$ cat config.mk
export PLATFORM = sky130hd
export DESIGN_NAME = window_linebuffer9x9
export DESIGN_NICKNAME = d
export VERILOG_FILES = /design/src/rtl/window_linebuffer9x9.sv
export SDC_FILE = /design/constraint.sdc
export NUM_CORES = 2
export LEC_CHECK = 0
export ABC_CLOCK_PERIOD_IN_PS = 5550
export CAP_MARGIN = 30
export CORE_AREA = 3 3 413 415
export DETAILED_ROUTE_END_ITERATION = 8
export DIE_AREA = 0 0 416 418
export MAX_ROUTING_LAYER = met4
export PLACE_DENSITY_LB_ADDON = 0.08
export SKIP_CTS_REPAIR_TIMING = 1
export SYNTH_ARGS = -nofsm -noshare
export SYNTH_HDL_FRONTEND = slang
export SYNTH_SLANG_ARGS = --single-unit
$ cat constraint.sdc
create_clock -name clk -period 5.55 [get_ports clk]
set_clock_uncertainty 0.05 [all_clocks]
set_input_delay 0.555 -clock clk [delete_from_list [all_inputs] [get_ports clk]]
set_output_delay 0.555 -clock clk [all_outputs]
set_load 0.005 [all_outputs]
$ cat src/rtl/window_linebuffer9x9.sv
// Raster pixel stream to sliding WIN x WIN window, fed by WIN-1 cascaded line buffers.
// Optional WIN_COORD_EN adds win_x/win_y outputs with the window's top-left coordinate.
module window_linebuffer9x9 #(
  parameter int IMG_W = 28,
  parameter int IMG_H = 28,
  parameter int WIN   = 9,
  parameter int PIX_W = 7
) (
  input  logic                       clk,
  input  logic                       rst_n,
  input  logic                       pix_valid,
  input  logic                       pix_sof,
  input  logic [PIX_W-1:0]           pix_in,
  output logic                       win_valid,
  output logic [WIN*WIN*PIX_W-1:0]   window_flat,
  output logic                       frame_done
`ifdef WIN_COORD_EN
  ,
  output logic [$clog2(IMG_W)-1:0]   win_x,
  output logic [$clog2(IMG_H)-1:0]   win_y
`endif
);

  localparam int XW = $clog2(IMG_W);
  localparam int YW = $clog2(IMG_H);
  localparam logic [XW-1:0] X_LAST = XW'(IMG_W - 1);
  localparam logic [YW-1:0] Y_LAST = YW'(IMG_H - 1);
  localparam logic [XW-1:0] X_WIN0 = XW'(WIN - 1);
  localparam logic [YW-1:0] Y_WIN0 = YW'(WIN - 1);

  logic [XW-1:0]    x_cnt;
  logic [YW-1:0]    y_cnt;
  logic [XW-1:0]    cur_x;
  logic [YW-1:0]    cur_y;
  logic             accept;
  logic             win_hit;
  logic             last_pix;

  logic [PIX_W-1:0] lb_mem  [WIN-1][IMG_W];
  logic [PIX_W-1:0] new_col [WIN];
  logic [PIX_W-1:0] win_q   [WIN*WIN];

  // pix_sof overrides the counters so a mid-frame sof restarts at (0,0)
  always_comb begin
    accept   = pix_valid;
    cur_x    = pix_sof ? '0 : x_cnt;
    cur_y    = pix_sof ? '0 : y_cnt;
    win_hit  = (cur_x >= X_WIN0) && (cur_y >= Y_WIN0);
    last_pix = (cur_x == X_LAST) && (cur_y == Y_LAST);
  end

  always_ff @(posedge clk or negedge rst_n) begin
    if (!rst_n) begin
      x_cnt <= '0;
      y_cnt <= '0;
    end else if (accept) begin
      if (cur_x == X_LAST) begin
        x_cnt <= '0;
        y_cnt <= (cur_y == Y_LAST) ? '0 : cur_y + 1'b1;
      end else begin
        x_cnt <= cur_x + 1'b1;
        y_cnt <= cur_y;
      end
    end
  end

  // Buffer WIN-2 holds the previous row; each older buffer takes what the younger one held
  always_ff @(posedge clk) begin
    if (accept) begin
      for (int i = 0; i < WIN - 2; i++) begin
        lb_mem[i][cur_x] <= lb_mem[i+1][cur_x];
      end
      lb_mem[WIN-2][cur_x] <= pix_in;
    end
  end

  always_comb begin
    for (int i = 0; i < WIN - 1; i++) begin
      new_col[i] = lb_mem[i][cur_x];
    end
    new_col[WIN-1] = pix_in;
  end

  always_ff @(posedge clk or negedge rst_n) begin
    if (!rst_n) begin
      for (int k = 0; k < WIN * WIN; k++) begin
        win_q[k] <= '0;
      end
    end else if (accept) begin
      for (int r = 0; r < WIN; r++) begin
        for (int c = 0; c < WIN - 1; c++) begin
          win_q[r*WIN + c] <= win_q[r*WIN + c + 1];
        end
        win_q[r*WIN + WIN - 1] <= new_col[r];
      end
    end
  end

  for (genvar k = 0; k < WIN * WIN; k++) begin : g_flat
    assign window_flat[PIX_W*k +: PIX_W] = win_q[k];
  end

  always_ff @(posedge clk or negedge rst_n) begin
    if (!rst_n) begin
      win_valid  <= 1'b0;
      frame_done <= 1'b0;
    end else begin
      win_valid  <= accept && win_hit;
      frame_done <= accept && last_pix;
    end
  end

`ifdef WIN_COORD_EN
  always_ff @(posedge clk or negedge rst_n) begin
    if (!rst_n) begin
      win_x <= '0;
      win_y <= '0;
    end else if (accept && win_hit) begin
      win_x <= cur_x - X_WIN0;
      win_y <= cur_y - Y_WIN0;
    end
  end
`endif

endmodule

==> flow_summary.json <==
{
  "status": "complete, no violations",
  "critPathMaxStageDelay_ns": 0.84,
  "rrSetupSlack_ns": 1.37,
  "required_ns": 5.94,
  "die_area_sq_mm": 0.174,
  "start_util_pct": 49.9,
  "synth_compound_area_share_pct": 7.17,
  "grt_pass1_wl_um": 362000,
  "top_layer": "met4",
  "ys_seq_elements": 2147,
  "hpwl_um": 149000,
  "wl_met3_um": 24300,
  "grt_usage_pct": 29.9,
  "synth_top_family_by_area": "multiplexers",
  "avgSynthCellArea_sq_um": 17.1,
  "fp.dieH_um": 418,
  "layout_common_cells": "edfxtp_1 (1568), clkdlybuf4s50_1 (576), dfrtp_1 (575), mux2_2 (574), mux2i_1 (363)",
  "grt_pass1_vias": 47600,
  "cts.sinks": 2147,
  "rows": 150,
  "synthMuxAreaShare_pct": 13.2,
  "grt_overflow": 0,
  "synth_simple_gate_area_share_pct": 3.74,
  "synthFlopType": "edfxtp_1",
  "gp_congestion": 0.857,
  "antenna_found_initial": 12,
  "slew_headroom_pct": 25.5,
  "path_buf_inv": 4,
  "crit_family": "buffers and inverters",
  "p_per_area_mw_per_mm2": 472,
  "grt_max_degree": 150,
  "clock_latency_ns": 0.84,
  "start_kind": "flip-flop",
  "firstDrtPassIters": 6,
  "finalHoldViolations": 0,
  "ioPinCount": 580,
  "cap_violations": 0,
  "drive_above_1_share_pct": 21.0,
  "cts.clk_slew.worst_paths_ns": 0.06,
  "dr_total_vias": 49100,
  "synthXorXnorAreaFrac_pct": 0,
  "path_class": "reg2reg",
  "rsz0062_at_grt": "no",
  "slew_violations": 0,
  "cpMostUsedCell": "buf_4",
  "met2_length_um": 119000,
  "min_period_ns": 4.18,
  "dp_cells": 7503,
  "total_leakage_power_nw": 35.3,
  "tightest_slew_ns": 1.12,
  "cts_root_buf": "clkbuf_16",
  "regToRegStartpoint": "x_cnt[0]",
  "fill_cells": 12600,
  "yosysWarnings": 0,
  "synth-edff-count": 1568,
  "drt-met1-wl_um": 105000,
  "min_path_type": "in2async",
  "drt-total-wl_um": 255000,
  "startpoint": "x_cnt[0]",
  "peakVddDrop_mv": 0.365,
  "numCtsBuffers": 214,
  "synthArstFlopShare_pct": 27.0,
  "route.detailed.drc": 0,
  "syn_inst": 4877,
  "htreeDepth": 4,
  "fin_crit_sh_pct": 75.2,
  "report.power.total_mw": 47.0,
  "dieWidth_um": 416,
  "drt_iter0_drc": 5858,
  "area.growth.synth_to_final_pct": 19.3,
  "crit_arrival_ns": 4.57,
  "syn_area_sq_mm": 0.0834,
  "path_cells": "clkinv_2, buf_4, buf_4, nand3_1, nor2_4, buf_4",
  "fmax_mhz": 239,
  "core_area_sq_mm": 0.167,
  "setup-violations-final": 0,
  "whs_ns": 0.266,
  "synth.distinct_cells": 71,
  "final_nets": 5534,
  "setup_tns_ns": 0,
  "final_common_cell": "edfxtp_1",
  "cpMaxStageDelayCell": "buf_4",
  "clock_path_buffers": 3,
  "wl_per_cell_um": 32.2,
  "vias_per_cell": 6.20,
  "cts_tree": "built",
  "synth_fa_ha_area_share_pct": 0.0450,
  "crit_path_end_kind": "flip-flop",
  "synth-seq-area-share_pct": 73.8,
  "portBuffers": 579,
  "r2r-end": "lb_mem[0][484]",
  "final_cells": 7920,
  "r2r_cells": 6,
  "ant_nets": 0,
  "path_max_fanout": 41,
  "synthesis.nets": 4891
}
[cell usage after synthesis, types with 20 or more instances]
cell type / instances / share of area [%]
edfxtp_1: 1568 / 56
clkbuf_1: 149 / 0.67
nand3b_1: 38 / 0.34
a41oi_1: 20 / 0.21
nor2b_1: 52 / 0.39
buf_4: 42 / 0.38
o21ai_0: 38 / 0.23
nand2b_1: 23 / 0.17
o2bb2ai_1: 27 / 0.28
o211ai_1: 56 / 0.50
mux2i_1: 363 / 4.4
a211oi_1: 58 / 0.52
a21oi_1: 192 / 1.2
nor2_1: 117 / 0.53
mux2_2: 574 / 7.7
a221oi_1: 102 / 1.1
nor3b_1: 33 / 0.30
o221ai_1: 52 / 0.55
mux4_2: 41 / 1.1
nand3_1: 47 / 0.28
or3_1: 26 / 0.19
a221o_1: 29 / 0.35
a2111oi_0: 21 / 0.22
nand2_1: 193 / 0.87
a22oi_1: 82 / 0.74
dfrtp_1: 579 / 17
buf_2: 114 / 0.68
[registers in the layout, indices dropped and copies added, names as in the netlist]
register,flops
x_cnt,5
y_cnt,5
win_valid,1
lb_mem,1568
window_flat,567
frame_done,1
[worst max-delay path by stage]
stage	endpoint	slack, ns	cells after the start
floorplan	lb_mem[0][224]	1.06	7
global placement	lb_mem[0][520]	1.52	7
detailed placement	lb_mem[0][255]	1.51	7
CTS	lb_mem[0][484]	1.50	6
global route	lb_mem[1][120]	1.21	6
finish	lb_mem[0][484]	1.37	6
[final cells by class]
type                    count  area [sq um]  area share [%]
diodes                     11          27.5          0.0277
clock buffers             314          6160            6.19
clock inverters            87           772           0.776
inverters                   9          35.0          0.0352
multi-input cells        2387         20500            20.6
flip-flops and latches   2147         61600            61.9
well taps                2204          2760            2.77
repair buffers            761          7680            7.71
[through the flow]
| step | cell area [sq um] | utilization [%] | setup WS, ns |
|---|---|---|---|
| after floorplan | 83400 | - | 1.06 |
| after global placement | 92300 | 55.3 | 1.52 |
| after detailed placement | 92500 | 55.4 | 1.51 |
| after CTS | 99400 | 59.5 | 1.50 |
| after global routing | 99500 | 59.6 | 1.21 |
| final | 99500 | 59.6 | 1.37 |
[cells by family (layout without fill, tap and decap cells)]
logic type | after synthesis | after routing
DFF | 2147 | 2147
muxes | 978 | 978
AOI/OAI and AO/OA | 812 | 812
adders and majority gates | 3 | 3
and+or+nand+nor | 594 | 594
buffers and inverters | 343 | 1171
other | 0 | 11
[metal layers]
metal / track usage, % / up-vias
met1: 41.0 / 25500
met2: 45.5 / 2559
met4: 8.49 / 0
met5: - / -
li1: - / 20500
met3: 6.25 / 460
[where the power goes]
part	internal [mW]	total [mW]	leakage, nW	switching (mW)
clock network	8.22	14.2	3.42	6.03
registers	20.2	22.0	21.0	1.81
logic	5.37	10.7	10.9	5.35
Power figures use the tool's default switching activity.
